**src/rtl/jtframe_obj_linesched.sv**
```systemverilog
// jtframe_obj_linesched: per-line object scheduler that scans the object table on each LHBL fall
// and writes the visible 4bpp pixels into the line buffer. Define JTFRAME_OBJSCHED_HFLIP_EN for hflip.
module jtframe_obj_linesched #(
  parameter int OBJW  = 7,
  parameter int AW    = 9,
  parameter int LIMIT = 32
) (
  input  logic            clk,
  input  logic            rst_n,
  input  logic            LHBL,
  input  logic [8:0]      vrender,
  output logic [OBJW+1:0] obj_addr,
  input  logic [15:0]     obj_data,
  output logic [19:0]     rom_addr,
  output logic            rom_half,
  output logic            rom_cs,
  input  logic            rom_ok,
  input  logic [31:0]     rom_data,
  output logic [AW-1:0]   buf_addr,
  output logic [7:0]      buf_data,
  output logic            buf_we,
  output logic            busy,
  output logic            overrun
);
  localparam int              DW        = $clog2(LIMIT + 1);
  localparam logic [OBJW-1:0] LAST_IDX  = '1;
  localparam logic [DW-1:0]   LIMIT_CNT = DW'(LIMIT);

  typedef enum logic [2:0] {IDLE, SCAN, CHECK, FETCH, DRAW, NEXT, DONE} state_t;
  state_t state, state_nxt;

  logic            last_lhbl, start;
  logic [8:0]      vr, obj_y, row;
  logic [AW-1:0]   obj_x;
  logic [15:0]     obj_code;
  logic [3:0]      obj_pal, row_q, pix, col;
  logic            obj_en, flip, match, last_obj, limit_hit;
  logic [2:0]      cnt, nib;
  logic [OBJW-1:0] idx;
  logic [DW-1:0]   drawn;
  logic            half, second;
  logic [31:0]     pix_word;

`ifdef JTFRAME_OBJSCHED_HFLIP_EN
  logic obj_flip;
  assign flip = obj_flip;
`else
  assign flip = 1'b0;
`endif

  assign start     = !LHBL && last_lhbl;
  assign row       = vr - obj_y;
  assign match     = obj_en && (row < 9'd16);
  assign last_obj  = idx == LAST_IDX;
  assign limit_hit = drawn == LIMIT_CNT;
  // A mirrored object reads nibbles backwards and starts on the right half, so columns stay ascending.
  assign nib       = flip ? ~cnt : cnt;
  assign pix       = pix_word[{nib, 2'b00} +: 4];
  assign col       = {half ^ flip, cnt};

  always_ff @(posedge clk or negedge rst_n) begin
    if (!rst_n) state <= IDLE;
    else        state <= state_nxt;
  end

  always_comb begin
    // NOTE: every output gets a default before the case so no path can infer a latch.
    state_nxt = state;
    obj_addr  = '0;
    rom_addr  = '0;
    rom_half  = 1'b0;
    rom_cs    = 1'b0;
    buf_addr  = '0;
    buf_data  = '0;
    buf_we    = 1'b0;
    busy      = (state != IDLE) && (state != DONE);
    case (state)
      IDLE, DONE: if (start) state_nxt = SCAN;
      SCAN: begin
        obj_addr = {idx, cnt[1:0]};
        if (cnt == 3'd4) state_nxt = CHECK;
      end
      CHECK: state_nxt = match ? FETCH : NEXT;
      FETCH: begin
        rom_cs   = 1'b1;
        rom_addr = {obj_code, row_q};
        rom_half = half;
        if (rom_ok) state_nxt = DRAW;
      end
      DRAW: begin
        buf_addr = obj_x + AW'(col);
        buf_data = {obj_pal, pix};
        buf_we   = pix != 4'd0;
        if (cnt == 3'd7) state_nxt = second ? NEXT : FETCH;
      end
      NEXT:    state_nxt = (last_obj || limit_hit) ? DONE : SCAN;
      default: state_nxt = IDLE;
    endcase
    // A new line always wins, whatever the scan was doing.
    if (start) state_nxt = SCAN;
  end

  // NOTE: sequential state uses <= so every register samples pre-edge values.
  always_ff @(posedge clk or negedge rst_n) begin
    if (!rst_n) begin
      last_lhbl <= 1'b0;
      vr        <= '0;
      obj_y     <= '0;
      obj_x     <= '0;
      obj_code  <= '0;
      obj_pal   <= '0;
      obj_en    <= 1'b0;
`ifdef JTFRAME_OBJSCHED_HFLIP_EN
      obj_flip  <= 1'b0;
`endif
      row_q     <= '0;
      cnt       <= '0;
      idx       <= '0;
      drawn     <= '0;
      half      <= 1'b0;
      second    <= 1'b0;
      pix_word  <= '0;
      overrun   <= 1'b0;
    end else begin
      last_lhbl <= LHBL;
      if (start) begin
        vr      <= vrender;
        idx     <= '0;
        drawn   <= '0;
        cnt     <= '0;
        overrun <= (state != IDLE) && (state != DONE);
      end else begin
        case (state)
          SCAN: begin
            cnt <= (cnt == 3'd4) ? 3'd0 : cnt + 3'd1;
            // Table data trails the address by one clock, so word n lands when cnt is n+1.
            case (cnt)
              3'd1: obj_y    <= obj_data[8:0];
              3'd2: obj_x    <= AW'(obj_data[8:0]);
              3'd3: obj_code <= obj_data;
              3'd4: begin
                obj_pal  <= obj_data[3:0];
                obj_en   <= obj_data[15];
`ifdef JTFRAME_OBJSCHED_HFLIP_EN
                obj_flip <= obj_data[4];
`endif
              end
              default: ;
            endcase
          end
          CHECK: begin
            row_q  <= row[3:0];
            half   <= flip;
            second <= 1'b0;
          end
          FETCH: if (rom_ok) pix_word <= rom_data;
          DRAW: begin
            cnt <= cnt + 3'd1;
            if (cnt == 3'd7) begin
              if (!second) begin
                half   <= ~half;
                second <= 1'b1;
              end else begin
                drawn <= drawn + DW'(1);
              end
            end
          end
          NEXT: begin
            if (!last_obj && !limit_hit) idx <= idx + OBJW'(1);
            else if (limit_hit && !last_obj) overrun <= 1'b1;
          end
          default: ;
        endcase
      end
    end
  end
endmodule

```
**config.mk**
```make
export PLATFORM = sky130hd
export DESIGN_NAME = jtframe_obj_linesched
export DESIGN_NICKNAME = d
export VERILOG_FILES = /design/src/rtl/jtframe_obj_linesched.sv
export SDC_FILE = /design/constraint.sdc
export NUM_CORES = 1
export LEC_CHECK = 0
export CAP_MARGIN = 10
export CORE_UTILIZATION = 35
export DETAILED_ROUTE_END_ITERATION = 6
export GPL_TIMING_DRIVEN = 0
export PLACE_DENSITY = 0.58
export SLEW_MARGIN = 20
export SYNTH_ARGS = -nofsm -noshare
export SYNTH_HDL_FRONTEND = slang
export SYNTH_SLANG_ARGS = --single-unit
export TNS_END_PERCENT = 5
```
**constraint.sdc**
```tcl
create_clock -name clk -period 3.28 [get_ports clk]
set_input_delay 0.656 -clock clk [delete_from_list [all_inputs] [get_ports clk]]
set_output_delay 0.656 -clock clk [all_outputs]
set_load 0.01 [all_outputs]
```
==> flow_summary_export.csv <==
group,metric,value,unit
sta,clock.fmax,0.319,GHz
sta,slew_headroom,0.515,
clocking,postCtsHoldBufs,0,
detailed_routing,drcViolationCount,0,
final_layout,insertedDiodeCount,0,
place,io_buffers,111,
clocking,cts.sinks,107,
yosys,synthCells,485,
setup_path,startpoint_type,"register",
yosys,ys_seq_elements,107,
yosys,synth_nets,569,
place,post-place-ws,0.146,ns
detailed_routing,dr_total_vias,3986,
detailed_routing,ant_nets,0,
sta,fin_crit_sh,0.956,
place,gp_congestion,0.851,
die,io_pins,112,
die,die_y,128,um
yosys,synth_top_family_by_area,"multiplexers",
yosys,yosys-top-cells-count,"dfrtp_1, mux2_2, nand2_1",
yosys,synthXorXnorAreaFrac,0.0363,
yosys,syn_avg_cell_area,11.5,um^2
setup_path,critPathCaptureType,"output port",
run_status,outcome,"finished, final reports clean",
power,swShare,0.340,
run,cap_violations,0,
yosys,synthMuxAreaShare,0.187,
yosys,yosys.area.top_type,"dfrtp_1",
power,pwr-share-comb,0.424,
yosys,yosys.area_share.simple,0.154,
sta,worstMarginPinSlew,0.721,ns
grt,grt_pass1_vias,4085,
clocking,cts.path.max_buffers,2,
setup_path,crit_slowest_cell,"clkdlybuf4s50_1",
yosys,synth_compound_area_frac,0.0581,
detailed_routing,drt_first_iter_violations,126,
setup_path,slowest_delay,0.54,ns
setup_path,r2r_start,"cnt[1]",
die,core,15400,um^2
sta,fin_ws,0.144,ns
sta,rsz0062_at_grt,"false",
hold_path,hold_path.class,"primary input to async pin",
power,internal_power,0.00374,W
yosys,synth_most_common_cell,"dfrtp_1",
yosys,syn_area,5560,um^2
final_layout,drive_gt1_frac,0.210,
detailed_routing,firstDrtPassIters,6,
yosys,yosys_warnings,0,
sta,layout_min_cycle_time,3.14,ns
power,leakage,3.22,nW
clocking,numCtsBuffers,9,
yosys,ys.flop_type,"dfrtp_1",
sta,finalMaxSlewViolations,0,
power,pwr-share-clk,0.201,
setup_path,worstRegToRegCells,8,
sta,finalHoldViolCount,0,
yosys,yosys.area_share.adder,0.0545,
power,pwr-share-seq,0.375,
place,place_hpwl,9890,um
final_layout,area_delta_synth_final,31.9,%
die,dieWidth,128,um
yosys,synth.distinct_cells,57,
die,dieArea,16400,um^2
die,num_rows,45,
setup_path,startpoint,"cnt[1]",
grt,grt_usage,0.172,
setup_path,arrival,2.48,ns
power,power.density,774,nW/um^2
clocking,cts.reportedPaths.clkPinSlew,0.08,ns
power,power,0.00567,W
grt,grt-ovfl-total,0,
setup_path,crit_fanout,5,
clocking,cts_tree,"yes",
die,start_util,0.361,
final_layout,nets,694,
detailed_routing,vias_per_cell,4.83,
clocking,clk_latency,0.35,ns
setup_path,crit_required,2.62,ns
yosys,synthArstFlopShare,1.00,
grt,grt_antenna_before_repair,0,
grt,grt_max_degree,58,
yosys,synth_edf_count,0,
detailed_routing,routed_wl,13200,um
power,switching_power,0.00193,W
sta,setup_viol,0,
clocking,clockRootBuffer,"clkbuf_16",
yosys,seq_area_frac_synth,0.482,
yosys,netlist.area_leader.share,0.482,
clocking,htree_levels,3,
power,ir_drop,295,uV
setup_path,critPathKind,"register to output port",
detailed_routing,wl_per_cell,16.0,um
sta,skew,0.00888,ns
setup_path,path_cells,"ha_1 -> a21o_1 -> a21oi_2 -> nor2b_1 -> o2111ai_2 -> xor2_1 -> nor2_1 -> clkdlybuf4s50_1",
grt,grt_pass1_wl,21600,um
final_layout,n_fill_cell,1384,
yosys,ys_top_cells_by_area,"dfrtp_1, mux2_2, ha_1",
-- flip-flops by register name, summed over array words and instances (netlist names), 3 cells and up --
signal    flops
obj_y         9
drawn         6
idx           7
obj_x         9
pix_word     32
cnt           3
vr            9
state         3
row_q         4
obj_pal       4
obj_code     16
-- kinds of logic (layout without fill, tap and decap cells) --
family,Yosys count,after routing
DFF,107,107
adders and majority gates,23,23
buffers and inverters,36,166
AOI/OAI and AO/OA,50,50
muxes,85,85
and+or+nand+nor,161,161
xor gates and xnor gates,23,23
-- cell type report --
cell class                 count  area [um^2]  area share
buffer                        19          105      0.0143
clock buffer                   9          225      0.0307
clock inverter                 7         82.6      0.0113
inverter                      17         63.8     0.00871
multi-input combinational    342         2750       0.375
sequential                   107         2680       0.366
tap                          211          264      0.0360
timing repair buffer         114         1160       0.158
-- routing by layer --
metal,part of all wire,global-route usage
met1,0.46,0.232
met3,0.044,0.0363
met4,0.011,0.0574
met2,0.48,0.276
met5,0,0
-- critical path, delay by kind of cell (launching register included) --
| kind | cells | cell delay [ns] |
|---|---|---|
| xor+xnor | 1 | 0.11 |
| simple gates | 2 | 0.20 |
| fa+ha+maj | 1 | 0.28 |
| buf+inv | 1 | 0.54 |
| compound gates | 3 | 0.56 |
| flops | 1 | 0.45 |
-- metrics by stage --
stage | cell area (um^2) | util | hold slack (ns) | TNS [ns] | std cells
final | 7330 | 0.477 | 0.232 | 0 | 826
after global routing | 7330 | 0.477 | 0.266 | 0 | 826
after CTS | 7300 | 0.475 | 0.254 | 0 | 826
after detailed placement | 6960 | 0.453 | 0.461 | 0 | 808
after global placement | 6930 | 0.451 | 0.462 | -276.15 | 807
after floorplan | 5560 | - | 0.360 | 0 | 485
-- placed cells by master (no fill, tap or decap), drive strengths merged, types with 2 or more instances in the layout --
cell type / count
clkdlybuf4s50: 105
buf: 13
or3: 3
a211o: 2
nor2: 42
and2: 36
xor2: 14
mux4: 8
mux2i: 6
and2b: 2
a21oi: 13
dfrtp: 107
nand2: 45
xnor2: 9
o21a: 4
o2111ai: 2
nand3: 5
a21o: 2
o21ai: 13
dlygate4sd2: 2
o31ai: 2
nor4: 5
fa: 2
ha: 21
nor2b: 4
nor3b: 2
nand4: 6
and4: 2
dlymetal6s2s: 3
or2: 3
a211oi: 4
clkbuf: 19
clkinvlp: 2
mux2: 71
inv: 20
nand2b: 3
-- power by group through the flow --
stage / clock network, W / registers (W) / logic (W)
finish: 0.00114 / 0.00213 / 0.00241
CTS: 0.00117 / 0.00212 / 0.00242
floorplan: 0 / 0.00205 / 0.00168
global route: 0.00122 / 0.00220 / 0.00268
detailed placement: 0 / 0.00216 / 0.00235
global placement: 0 / 0.00213 / 0.00228
-- repair_timing --
item | 4_1_cts | 5_1_grt
gates cloned | 0 | 0
setup endpoints to repair | 7 | 4
setup buffers | 2 | 0
resized for setup | 9 | 8
-- final timing paths --
check	to	slack (ns)
min in group clk	row_q[3]	0.47
max in group asynchronous	cnt[0]	2.37
setup / recovery	buf_addr[7]	0.14
hold reg to reg	row_q[3]	0.47
hold / removal	obj_code[14]	0.23
setup reg to reg	state[2]	0.87
No activity file was read; power rests on OpenSTA's default activity.
